**src/rtl/tlb_miss_sequencer.sv**
```systemverilog
// Sequences ITLB/DTLB misses through the shared STLB and page walker.
// One miss in flight at a time; STLB flushes are serialised between misses.
module tlb_miss_sequencer #(
    parameter int VA_W         = 64,
    parameter int PA_W         = 64,
    parameter int PCID_W       = 12,
    parameter int STLB_LAT     = 1,
    parameter int WALK_TIMEOUT = 255
) (
    input  logic                clk,
    input  logic                rst_n,
    input  logic [1:0]          req_valid,
    input  logic [2*VA_W-1:0]   req_va,
    input  logic [2*PCID_W-1:0] req_pcid,
    output logic [1:0]          req_ready,
    output logic [1:0]          rsp_valid,
    output logic [PA_W-1:0]     rsp_pa,
    output logic                rsp_fault,
    output logic                stlb_lookup,
    output logic [VA_W-1:0]     stlb_va,
    output logic [PCID_W-1:0]   stlb_pcid,
    output logic                stlb_insert,
    output logic [PA_W-1:0]     stlb_pa,
    output logic                stlb_shutdown,
    input  logic                stlb_hit,
    input  logic                stlb_miss,
    input  logic [PA_W-1:0]     stlb_ta,
    output logic                walk_req_valid,
    input  logic                walk_req_ready,
    input  logic                walk_rsp_valid,
    input  logic [PA_W-1:0]     walk_rsp_pa,
    input  logic                walk_rsp_fault,
    input  logic                flush_req,
    output logic                flush_ack,
    output logic                busy
);

    localparam int LAT_W = $clog2(STLB_LAT + 1) + 1;
    localparam int TO_W  = $clog2(WALK_TIMEOUT + 1) + 1;

    typedef enum logic [2:0] {
        S_IDLE, S_LOOKUP, S_WAIT_STLB, S_WALK_REQ,
        S_WALK_WAIT, S_INSERT, S_RESPOND, S_FLUSH
    } state_e;

    state_e              state_q, state_d;
    logic                rr_q, rr_d;
    logic                grant_q, grant_d;
    logic [VA_W-1:0]     va_q, va_d;
    logic [PCID_W-1:0]   pcid_q, pcid_d;
    logic [PA_W-1:0]     pa_q, pa_d;
    logic                fault_q, fault_d;
    logic [LAT_W-1:0]    lat_q, lat_d;
    logic [TO_W-1:0]     to_q, to_d;
    logic                gsel;

    // Round-robin pointer only matters when both requesters are valid
    assign gsel = (&req_valid) ? rr_q : req_valid[1];

    always_ff @(posedge clk) begin
        if (!rst_n) begin
            state_q <= S_IDLE;
            rr_q    <= 1'b0;
            grant_q <= 1'b0;
            va_q    <= '0;
            pcid_q  <= '0;
            pa_q    <= '0;
            fault_q <= 1'b0;
            lat_q   <= '0;
            to_q    <= '0;
        end else begin
            state_q <= state_d;
            rr_q    <= rr_d;
            grant_q <= grant_d;
            va_q    <= va_d;
            pcid_q  <= pcid_d;
            pa_q    <= pa_d;
            fault_q <= fault_d;
            lat_q   <= lat_d;
            to_q    <= to_d;
        end
    end

    always_comb begin
        state_d = state_q;
        rr_d    = rr_q;
        grant_d = grant_q;
        va_d    = va_q;
        pcid_d  = pcid_q;
        pa_d    = pa_q;
        fault_d = fault_q;
        lat_d   = lat_q;
        to_d    = to_q;
        unique case (state_q)
            S_IDLE: begin
                if (flush_req) begin
                    state_d = S_FLUSH;
                end else if (|req_valid) begin
                    grant_d = gsel;
                    va_d    = gsel ? req_va[2*VA_W-1:VA_W] : req_va[VA_W-1:0];
                    pcid_d  = gsel ? req_pcid[2*PCID_W-1:PCID_W]
                                   : req_pcid[PCID_W-1:0];
                    state_d = S_LOOKUP;
                end
            end
            S_LOOKUP: begin
                lat_d   = LAT_W'(1);
                state_d = S_WAIT_STLB;
            end
            S_WAIT_STLB: begin
                if (lat_q >= LAT_W'(STLB_LAT)) begin
                    if (stlb_hit) begin
                        pa_d    = stlb_ta;
                        fault_d = 1'b0;
                        state_d = S_RESPOND;
                    end else if (stlb_miss) begin
                        state_d = S_WALK_REQ;
                    end
                end else begin
                    lat_d = lat_q + LAT_W'(1);
                end
            end
            S_WALK_REQ: begin
                if (walk_req_ready) begin
                    to_d    = '0;
                    state_d = S_WALK_WAIT;
                end
            end
            S_WALK_WAIT: begin
                if (walk_rsp_valid) begin
                    fault_d = walk_rsp_fault;
                    pa_d    = walk_rsp_fault ? '0 : walk_rsp_pa;
                    state_d = walk_rsp_fault ? S_RESPOND : S_INSERT;
                end else if (to_q == TO_W'(WALK_TIMEOUT)) begin
                    fault_d = 1'b1;
                    pa_d    = '0;
                    state_d = S_RESPOND;
                end else begin
                    to_d = to_q + TO_W'(1);
                end
            end
            S_INSERT:  state_d = S_RESPOND;
            S_RESPOND: begin
                rr_d    = ~grant_q;
                state_d = S_IDLE;
            end
            S_FLUSH:   state_d = S_IDLE;
            default:   state_d = S_IDLE;
        endcase
    end

    assign rsp_pa    = pa_q;
    assign stlb_pa   = pa_q;
    assign stlb_va   = va_q;
    assign stlb_pcid = pcid_q;

    always_comb begin
        req_ready      = 2'b00;
        rsp_valid      = 2'b00;
        rsp_fault      = 1'b0;
        stlb_lookup    = 1'b0;
        stlb_insert    = 1'b0;
        stlb_shutdown  = 1'b0;
        walk_req_valid = 1'b0;
        flush_ack      = 1'b0;
        busy           = (state_q != S_IDLE);
        unique case (state_q)
            S_IDLE: begin
                if (rst_n && !flush_req && (|req_valid))
                    req_ready = gsel ? 2'b10 : 2'b01;
            end
            S_LOOKUP:   stlb_lookup    = 1'b1;
            S_WALK_REQ: walk_req_valid = 1'b1;
            S_INSERT:   stlb_insert    = 1'b1;
            S_RESPOND: begin
                rsp_valid = grant_q ? 2'b10 : 2'b01;
                rsp_fault = fault_q;
            end
            S_FLUSH: begin
                stlb_shutdown = 1'b1;
                flush_ack     = 1'b1;
            end
            default: ;
        endcase
    end

endmodule

```
**config.mk**
```make
export PLATFORM = sky130hd
export DESIGN_NAME = tlb_miss_sequencer
export DESIGN_NICKNAME = d
export VERILOG_FILES = /design/src/rtl/tlb_miss_sequencer.sv
export SDC_FILE = /design/constraint.sdc
export NUM_CORES = 1
export LEC_CHECK = 0
export BUFFER_PORTS_ARGS = -buffer_cell sky130_fd_sc_hd__buf_2
export CAP_MARGIN = 15
export CORE_AREA = 2 2 195 197
export DETAILED_ROUTE_END_ITERATION = 7
export DIE_AREA = 0 0 197 199
export GPL_TIMING_DRIVEN = 0
export HOLD_SLACK_MARGIN = 0.02
export SYNTH_ARGS = -nofsm -noshare
export SYNTH_HDL_FRONTEND = slang
export SYNTH_SLANG_ARGS = --single-unit
```
**constraint.sdc**
```tcl
create_clock -name clk -period 5.99 [get_ports clk]
set_clock_uncertainty 0.2 [all_clocks]
set_input_delay 0.8985 -clock clk [delete_from_list [all_inputs] [get_ports clk]]
set_output_delay 0.8985 -clock clk [all_outputs]
set_load 0.02 [all_outputs]
```
==> metrics.txt, run 1 <==
Setup Buffers After CTS=0; area of the multi-input gates=0.00376 mm^2; YS warnings=0; clock power share=0.221; htree depth=4; FMAX=282 MHz; power per cell area=445 mW/mm^2; area delta synth->final=47.6%; area of the mapped netlist=0.00783 mm^2; maximum fanout along the worst path=10; Seq pwr share=0.299; #FFs+latches synth=157; # clock sinks=157; drt pass-1 iters=5; # rows=71; sequential share of the synthesized area=0.401; cell chain of the critical path=or3_1 -> nor3_1 -> buf_2 -> buf_2 -> and3_1 -> buf_2; asr flop ratio synth=0; WL/cell=18.7 um; gate count of the mapped netlist=914; vias in the first global route=8548; Comb power frac=0.480; largest net degree at the start of global routing=17; run status=completed; Resize count post-CTS=0; initial antenna violation count=8; Crit path top cell by count=buf_2; via count=8900; initial core utilization=0.211; CP Data Arrival Time=2.45 ns; final non-filler cell total=1926; Pleak=5.77 nW; Synth top area share=0.401; Max Cap Viol=0; commonest register cell after synthesis=dfxtp_1; RSZ-0062 raised after global routing=no; initial DRC count=299; worst-path cell with the longest stage delay=or3_1; Inst Count DP=1893; CTS Buffer Depth=2; Final Critical Period=3.55 ns; critical path class=flip-flop to primary output; final worst setup slack=2.44 ns; Vias/cell=4.62; Ports=505; Die ar.=0.0392 mm^2; CP peak stage delay=0.46 ns; DRC viols=0; drt total wl=36.0 mm; most common cell in the netlist=dfxtp_1; Net Sw Frac=0.437; Area contributors post-synth=dfxtp_1, mux2i_1, a211oi_1; Detail Route Antenna Nets=0; Port Buf Inserts=504; Synth area leader=dfxtp_1; Fin Setup TNS=0 ns; die span in y=199 um; grt ovf=0; cell family with most CP delay=simple AND/OR/NAND/NOR gates; Fin. Hold Viols=0; gr usage total=0.176; Seq. cell area=0.00314 mm^2; core box area=0.0371 mm^2; Placer Congestion=0.866; Num CTS Buffers=17; Post-synth EDFFs=0; endpoint class of the critical path=primary output; fraction of layout cells with a size suffix above 1=0.452; Clock Tree Root=clkbuf_16; Slew HR=0.476; Pint=2.90 mW; CTS tree=done; Post-DP HPWL=29.4 mm; clk_lat worst skew=0.44 ns; Required @ worst endpoint=4.89 ns; Die Wd=197 um; NumNets Final=1731; clock slew at reported path FFs=0.07 ns; setup slack after placement=2.47 ns; Util after Layout=0.311; Mapped Avg Cell Area=8.57 um^2; sw power=2.25 mW; first-pass GRT wire length=50.7 mm; maximum vdd drop=0.192 mV; Min Hold Slack=0.279 ns; Tcrit/Tclk final=0.592; CP bufs+invs=3; top post-synthesis cells by count=dfxtp_1, nor2_1, mux2i_1; Worst-Margin Slew=0.787 ns; Cell variety after synth=47; worst hold path class=flip-flop to flip-flop; syn_nets=1207; Slew Limit Fails=0; final setup vio count=0; hold buffer count at cts=0; CP startpoint kind=flip-flop; Fill cells=4007
[through the flow]
step / instance area [um^2] / total power [mW]
global placement: 10900 / 4.03
finish: 11600 / 5.15
global route: 11600 / 5.47
floorplan: 7830 / 3.14
CTS: 11600 / 5.21
detailed placement: 11000 / 4.06
[cell families (layout without fill, tap and decap cells)]
| kind of cell | count (synthesis) | after routing | synth area share |
|---|---|---|---|
| xor+xnor | 6 | 6 | 0.00671 |
| compound gates | 230 | 230 | 0.211 |
| fa+ha+maj | 3 | 3 | 0.00480 |
| flops | 157 | 157 | 0.401 |
| buf+inv | 165 | 701 | 0.119 |
| mux | 79 | 79 | 0.101 |
| other cells | 0 | 2 | 0 |
| simple gates | 274 | 274 | 0.157 |
[power groups by stage]
stage	clock, mW	sequential [mW]	combinational (mW)
2_1_floorplan	0	1.83	1.30
5_1_grt	1.20	1.57	2.70
3_3_place_gp	0	1.55	2.48
4_1_cts	1.17	1.54	2.51
6_report	1.14	1.54	2.47
3_5_place_dp	0	1.56	2.50
[worst register-to-register path, cell delays in order, from the launching register on]
cell and delay, ns:
dfxtp_1 0.38, ha_1 0.21, nand3_1 0.08, nor2_1 0.11, ha_1 0.19, nor2_1 0.08
o32ai_1 0.27, and2_1 0.20, clkbuf_1 0.53, buf_2 0.37, a311oi_1 0.13
[sequential cells by signal, summed over array words and instances, names as in the netlist]
register   count
to_q           9
rr_q           1
lat_q          2
grant_q        1
rsp_pa        64
state_q        3
fault_q        1
stlb_pcid     12
stlb_va       64
[cell usage in the layout (no fill, tap or decap), types with 3 or more instances in the layout]
master      count
clkinvlp_4      4
inv_6           3
nor2_1         93
a21oi_1        71
bufinv_16       3
a211oi_1       77
mux2i_1        78
inv_1           6
nand2b_1        4
clkbuf_16      17
xnor2_1         5
and2_1          3
dfxtp_1       157
buf_2         547
o21ai_0         6
nand2_1        72
nor3_1         10
a311oi_1       64
clkbuf_1       47
buf_4          66
nand3_1        73
ha_1            3
[worst paths after layout]
check                           startpoint            to  slack [ns]  cells after the start
worst max-delay path            state_q[0]  req_ready[0]        2.44                      6
worst min-delay path               to_q[8]       to_q[8]        0.28                      2
worst max register to register     to_q[0]    rsp_pa[55]        3.12                     10
worst min register to register     to_q[8]       to_q[8]        0.28                      2
[layer usage]
layer / track usage / part of all wire
met1: 0.194 / 0.39
met2: 0.325 / 0.52
met3: 0.0365 / 0.060
met4: 0.0730 / 0.029
met5: 0 / 0.0013
[layout make-up]
class                   instances  area share
clock buffers                  18      0.0371
multi-input cells             592       0.325
repair buffers                505       0.220
well taps                     474      0.0513
plain buffers                 157      0.0777
flip-flops and latches        157       0.272
inverters                       8     0.00260
diodes                          2    0.000433
clock inverters                13      0.0143
(Power assumes the default switching activity.)
==> run 2: changes to the inputs <==
- ABC_AREA: default -> 1
- clock period: 5.99 -> 3.5 ns (I/O delays scaled with it)
==> metrics.txt, run 2 <==
run status=completed; diode count=0 (-2); CTS Buffer Depth=2 (unchanged); CTS tree=done; # clock sinks=157 (unchanged); Worst-Margin Slew=1.08 ns (+0.294 ns); Synth area leader=dfxtp_1; Placer Congestion=0.948 (+9.6%); critical path class=flip-flop to primary output; grt ovf=0 (unchanged); gr usage total=0.180 (+0.00434); core box area=0.0371 mm^2 (unchanged); Min Hold Slack=0.214 ns (-0.0652 ns); clock slew at reported path FFs=0.07 ns (about the same); worst hold path class=input port to flip-flop; hold buffer count at cts=0 (unchanged); worst-path cell with the longest stage delay=dfxtp_1; dpl cell area=0.0117 mm^2 (+7.2%); post-route cell area=0.0123 mm^2 (+6.6%); commonest register cell after synthesis=dfxtp_1; Detail Route Antenna Nets=0 (unchanged); Die Wd=197 um (unchanged); Die ar.=0.0392 mm^2 (unchanged); Post-DP HPWL=30.2 mm (+2.7%); most common cell in the netlist=nand2_1; Fill cells=4046 (+0.97%); Final Critical Period=2.95 ns; YS warnings=0 (unchanged); Mapped Avg Cell Area=6.97 um^2 (-19%); vias in the first global route=9573 (+12%); top post-synthesis cells by count=nand2_1, nor2_1, nand3_1; Max Cap Viol=0 (unchanged); CP peak stage delay=0.38 ns (-0.08 ns); sequential share of the synthesized area=0.364 (-0.0374); Clock Tree Root=clkbuf_16; Worst Hold Path Cells=5 (+3); Ports=505 (unchanged); #FFs+latches synth=157 (unchanged); Synth top area share=0.364 (-0.0374); cell chain of the critical path=nor2_4 -> nand2_2 -> nor3_2 -> buf_4 -> buf_4 -> nand3_1 -> inv_1 -> buf_2; initial antenna violation count=0 (-8); first-pass GRT wire length=53.5 mm (+5.4%); Area contributors post-synth=dfxtp_1, nand3_1, nand2_1; htree depth=4 (unchanged); maximum vdd drop=0.317 mV (+65%); gate count of the mapped netlist=1239 (+36%); CP Data Arrival Time=2.23 ns (-0.22 ns); Reg2Reg Depth=12 (+2); Pleak=6.77 nW (+17%); DRC viols=0 (unchanged); # rows=71 (unchanged); asr flop ratio synth=0 (unchanged); Setup Buffers After CTS=0 (unchanged); WL/cell=16.3 um (-13%); Slew HR=0.280 (-0.196); syn_nets=1532 (+27%); Vias/cell=4.55 (-1.5%); Fin Setup TNS=0 ns (unchanged); FMAX=339 MHz; clk_lat worst skew=0.44 ns (about the same); area delta synth->final=42.8%; final setup vio count=0 (unchanged); reg2reg end=rsp_pa[3]; die span in y=199 um (unchanged); most common cell after layout, fill and taps aside=buf_2; largest net degree at the start of global routing=17 (unchanged); fraction of layout cells with a size suffix above 1=0.383 (-0.0697); Hold EP=rsp_pa[63]; Slew Limit Fails=0 (unchanged); Cell variety after synth=28 (-40%); Num CTS Buffers=17 (unchanged); Post-synth EDFFs=0 (unchanged); Crit path top cell by count=buf_4; Required @ worst endpoint=2.77 ns (-2.12 ns); endpoint class of the critical path=primary output; Fin. Hold Viols=0 (unchanged); maximum fanout along the worst path=10 (unchanged); initial core utilization=0.232 (+0.0217); initial DRC count=359 (+20%); drt pass-1 iters=5 (unchanged); via count=10200 (+15%); Resize count post-CTS=0 (unchanged); Port Buf Inserts=503 (-0.20%); reg2reg setup slack=1.04 ns (-2.08 ns); area of the mapped netlist=0.00863 mm^2 (+10%); CP startpoint kind=flip-flop; drt total wl=36.7 mm (+2.0%); power per cell area=804 mW/mm^2 (+80%); RSZ-0062 raised after global routing=no; commonest non-fill, non-tap cells in the layout=buf_2, nand2_1, nor2_1; Tcrit/Tclk final=0.844; NumNets Final=2054 (+19%); origin of the critical flop-to-flop path=to_q[0]; HP Start=stlb_ta[63]
run 2: cell types whose count changed in the layout (fill, tap and decap cells not counted), sizes merged, moves of 3 or more:
| cell | delta |
|---|---|
| mux2i | -78 |
| clkbuf | -11 |
| nand2b | -4 |
| nor3 | -6 |
| nand3 | +147 |
| nand2 | +195 |
| inv | +26 |
| buf | +18 |
| a211oi | -76 |
| a311oi | -64 |
| o211a | +76 |
| and2 | -3 |
| nor2 | +140 |
| xnor2 | -5 |
run 2: critical path, delay by kind of cell (launching register included):
| kind | cells | cell delay [ns] |
|---|---|---|
| buffers and inverters | 4 | 0.74 |
| flip-flops | 1 | 0.38 |
| AND/OR/NAND/NOR | 4 | 0.68 |
run 2: worst max-delay path by stage:
| stage | endpoint | from | depth (start not counted) | slack, ns |
|---|---|---|---|---|
| after floorplan | req_ready[0] | state_q[2] | 8 | 1.14 |
| after global placement | rsp_pa[3] | rst_n | 5 | 0.60 |
| after detailed placement | rsp_pa[1] | rst_n | 5 | 0.53 |
| after CTS | req_ready[1] | state_q[2] | 9 | 0.48 |
| after global routing | req_ready[1] | state_q[2] | 9 | 0.34 |
| final | req_ready[1] | state_q[0] | 8 | 0.55 |
run 2: metrics by stage:
stage | total power, mW | instances | worst slack [ns] | utilization
2_1_floorplan | 6.34 | 1239 | 1.14 | -
3_3_place_gp | 8.07 | 2216 | 0.598 | 0.316
3_5_place_dp | 8.12 | 2216 | 0.527 | 0.316
4_1_cts | 10.0 | 2248 | 0.476 | 0.332
5_1_grt | 10.6 | 2248 | 0.336 | 0.332
6_report | 9.90 | 2248 | 0.547 | 0.332
run 2: layer usage:
metal,wire length (um),part of all wire,track usage
met2,18500,0.50,0.328
met5,0,0,0
met3,2620,0.071,0.0510
met4,1190,0.032,0.0771
met1,14400,0.39,0.194
run 2: power breakdown:
part	internal, mW	leakage (nW)	switching, mW
clock network	1.03	0.281	0.837
logic	2.04	5.20	3.20
registers	2.37	1.29	0.429
run 2: cell families (layout without fill, tap and decap cells):
group	after synthesis	in the layout	share of synthesized area
fa+ha+maj	3	3	0.00435
compound gates	156	156	0.136
buf+inv	196	731	0.140
simple gates	726	726	0.354
xor+xnor	1	1	0.00101
flops	157	157	0.364
run 2: final cells by class:
type                            count  area, um^2  area share
Multi-Input combinational cell    886        4280       0.347
Sequential cell                   157        3140       0.255
Clock buffer                       19         453      0.0367
Buffer                            165        1090      0.0884
Inverter                           31         121     0.00985
Tap cell                          474         593      0.0481
Timing Repair Buffer              503        2520       0.204
Clock inverter                     13         129      0.0105
==> run 3: changes to the inputs <==
- clock period: 3.5 -> 2.38 ns (I/O delays scaled with it)
==> metrics.txt, run 3 (synthesized netlist as in run 2, its figures left out) <==
area of the multi-input gates=0.00430 mm^2 (+0.58%); area delta synth->final=44.6%; htree depth=4 (unchanged); CTS tree=done; Slew Limit Fails=0 (unchanged); cell chain of the critical path=clkbuf_1 -> clkbuf_1 -> nand3_1 -> inv_1 -> buf_4; CP peak stage delay=0.55 ns (+0.17 ns); worst hold path class=input port to flip-flop; Crit path top cell by count=clkbuf_1; DRC viols=0 (unchanged); Inst Count DP=2216 (unchanged); CP startpoint kind=input port; worst-path cell with the longest stage delay=clkbuf_1; Pleak=6.84 nW (+0.95%); Port Buf Inserts=503 (unchanged); WL/cell=16.3 um (-0.25%); Die ar.=0.0392 mm^2 (unchanged); Fin. Hold Viols=0 (unchanged); Worst-Margin Slew=0.758 ns (-0.322 ns); Tcrit/Tclk final=0.975; # rows=71 (unchanged); Fill cells=4028 (-0.44%); vias in the first global route=9643 (+0.73%); final non-filler cell total=2259 (+0.49%); Seq. cell area=0.00315 mm^2 (+0.16%); RSZ-0062 raised after global routing=yes; Ports=505 (unchanged); Die Wd=197 um (unchanged); final setup vio count=0 (unchanged); Util after Layout=0.336 (+0.00431); cell family with most CP delay=buffers and inverters; endpoint class of the critical path=primary output; Placer Congestion=0.948 (unchanged); maximum vdd drop=0.473 mV (+49%); power per cell area=1180 mW/mm^2 (+46%); clock slew at reported path FFs=0.07 ns (about the same); die span in y=199 um (unchanged); gr usage total=0.180 (+0.000587); most common cell after layout, fill and taps aside=buf_2; Final Critical Period=2.32 ns; Num CTS Buffers=17 (unchanged); NumNets Final=2064 (+0.49%); FMAX=431 MHz; Clock Tree Root=clkbuf_16; Max Cap Viol=0 (unchanged); core box area=0.0371 mm^2 (unchanged); grt ovf=0 (unchanged); via count=10300 (+0.46%); Vias/cell=4.55 (about the same); Detail Route Antenna Nets=0 (unchanged); run status=completed; largest net degree at the start of global routing=17 (unchanged); initial DRC count=357 (-0.56%); Post-DP HPWL=30.2 mm (unchanged); drt pass-1 iters=5 (unchanged); initial core utilization=0.232 (unchanged); Required @ worst endpoint=1.82 ns (-0.95 ns); # clock sinks=157 (unchanged); clk_lat worst skew=0.44 ns (about the same); fraction of layout cells with a size suffix above 1=0.388 (+0.00570); maximum fanout along the worst path=10 (unchanged); first-pass GRT wire length=53.6 mm (+0.36%); initial antenna violation count=0 (unchanged); CP bufs+invs=4 (unchanged); commonest non-fill, non-tap cells in the layout=buf_2, nand2_1, nor2_1; Slew HR=0.495 (+0.215); CP Data Arrival Time=1.76 ns (-0.47 ns); CTS Buffer Depth=2 (unchanged); drt total wl=36.8 mm (+0.24%); critical path class=input port to primary output
==> run 3: tightest hold or removal path, cell delays in order <==
cell and delay, ns:
buf_2 0.08, a21oi_1 0.05, nand3_1 0.06, nand2_1 0.04, nor2_1 0.07
==> run 3: final timing paths <==
check        startpoint            to  slack, ns  depth (start not counted)
max               rst_n  req_ready[1]       0.06                          5
min          stlb_ta[0]     rsp_pa[0]       0.05                          5
min reg2reg     fault_q       fault_q       0.27                          2
max reg2reg     to_q[1]    rsp_pa[20]       0.15                         13
==> run 3: final cells by class <==
class,instances,share of cell area
multi-input combinational,886,0.345
sequential,157,0.252
timing repair buffer,516,0.211
buffer,162,0.0873
tap,474,0.0475
clock buffer,19,0.0363
inverter,31,0.0105
clock inverter,13,0.0103
antenna,1,0.000200
==> run 3: power breakdown <==
group	total, mW	internal (mW)	switching [mW]	leakage (nW)
clock network	2.76	1.52	1.24	0.281
registers	4.14	3.49	0.652	1.29
logic	7.79	3.07	4.72	5.27
total	14.7	8.07	6.61	6.84
==> run 3: timing repair <==
| action | in CTS | in global routing |
|---|---|---|
| hold buffers | 7 | 0 |
| setup endpoints to repair | 62 | 66 |
| pin swaps | 2 | 2 |
| buffers inserted | 5 | 1 |
| endpoints found under the hold margin | 7 | 0 |
| gates resized for setup | 14 | 8 |
==> run 3: stage by stage <==
stage	TNS, ns	power (mW)	hold slack (ns)	instance area, um^2	setup slack [ns]
2_1_floorplan	0	9.32	0.239	8630	0.184
3_3_place_gp	-18.78	11.9	0.256	11700	-0.354
3_5_place_dp	-22.55	11.9	0.259	11700	-0.425
4_1_cts	0	14.8	0.0207	12500	0.00728
5_1_grt	-0.00126	15.7	0.0355	12500	-0.00126
6_report	0	14.7	0.0467	12500	0.0586
==> run 3: per-layer routing <==
| layer | global-route usage | part of all wire | up-vias |
|---|---|---|---|
| met4 | 0.0757 | 0.033 | 0 |
| met3 | 0.0500 | 0.074 | 55 |
| li1 | - | - | 5098 |
| met1 | 0.195 | 0.39 | 4672 |
| met2 | 0.331 | 0.50 | 452 |
| met5 | 0 | 0 | - |
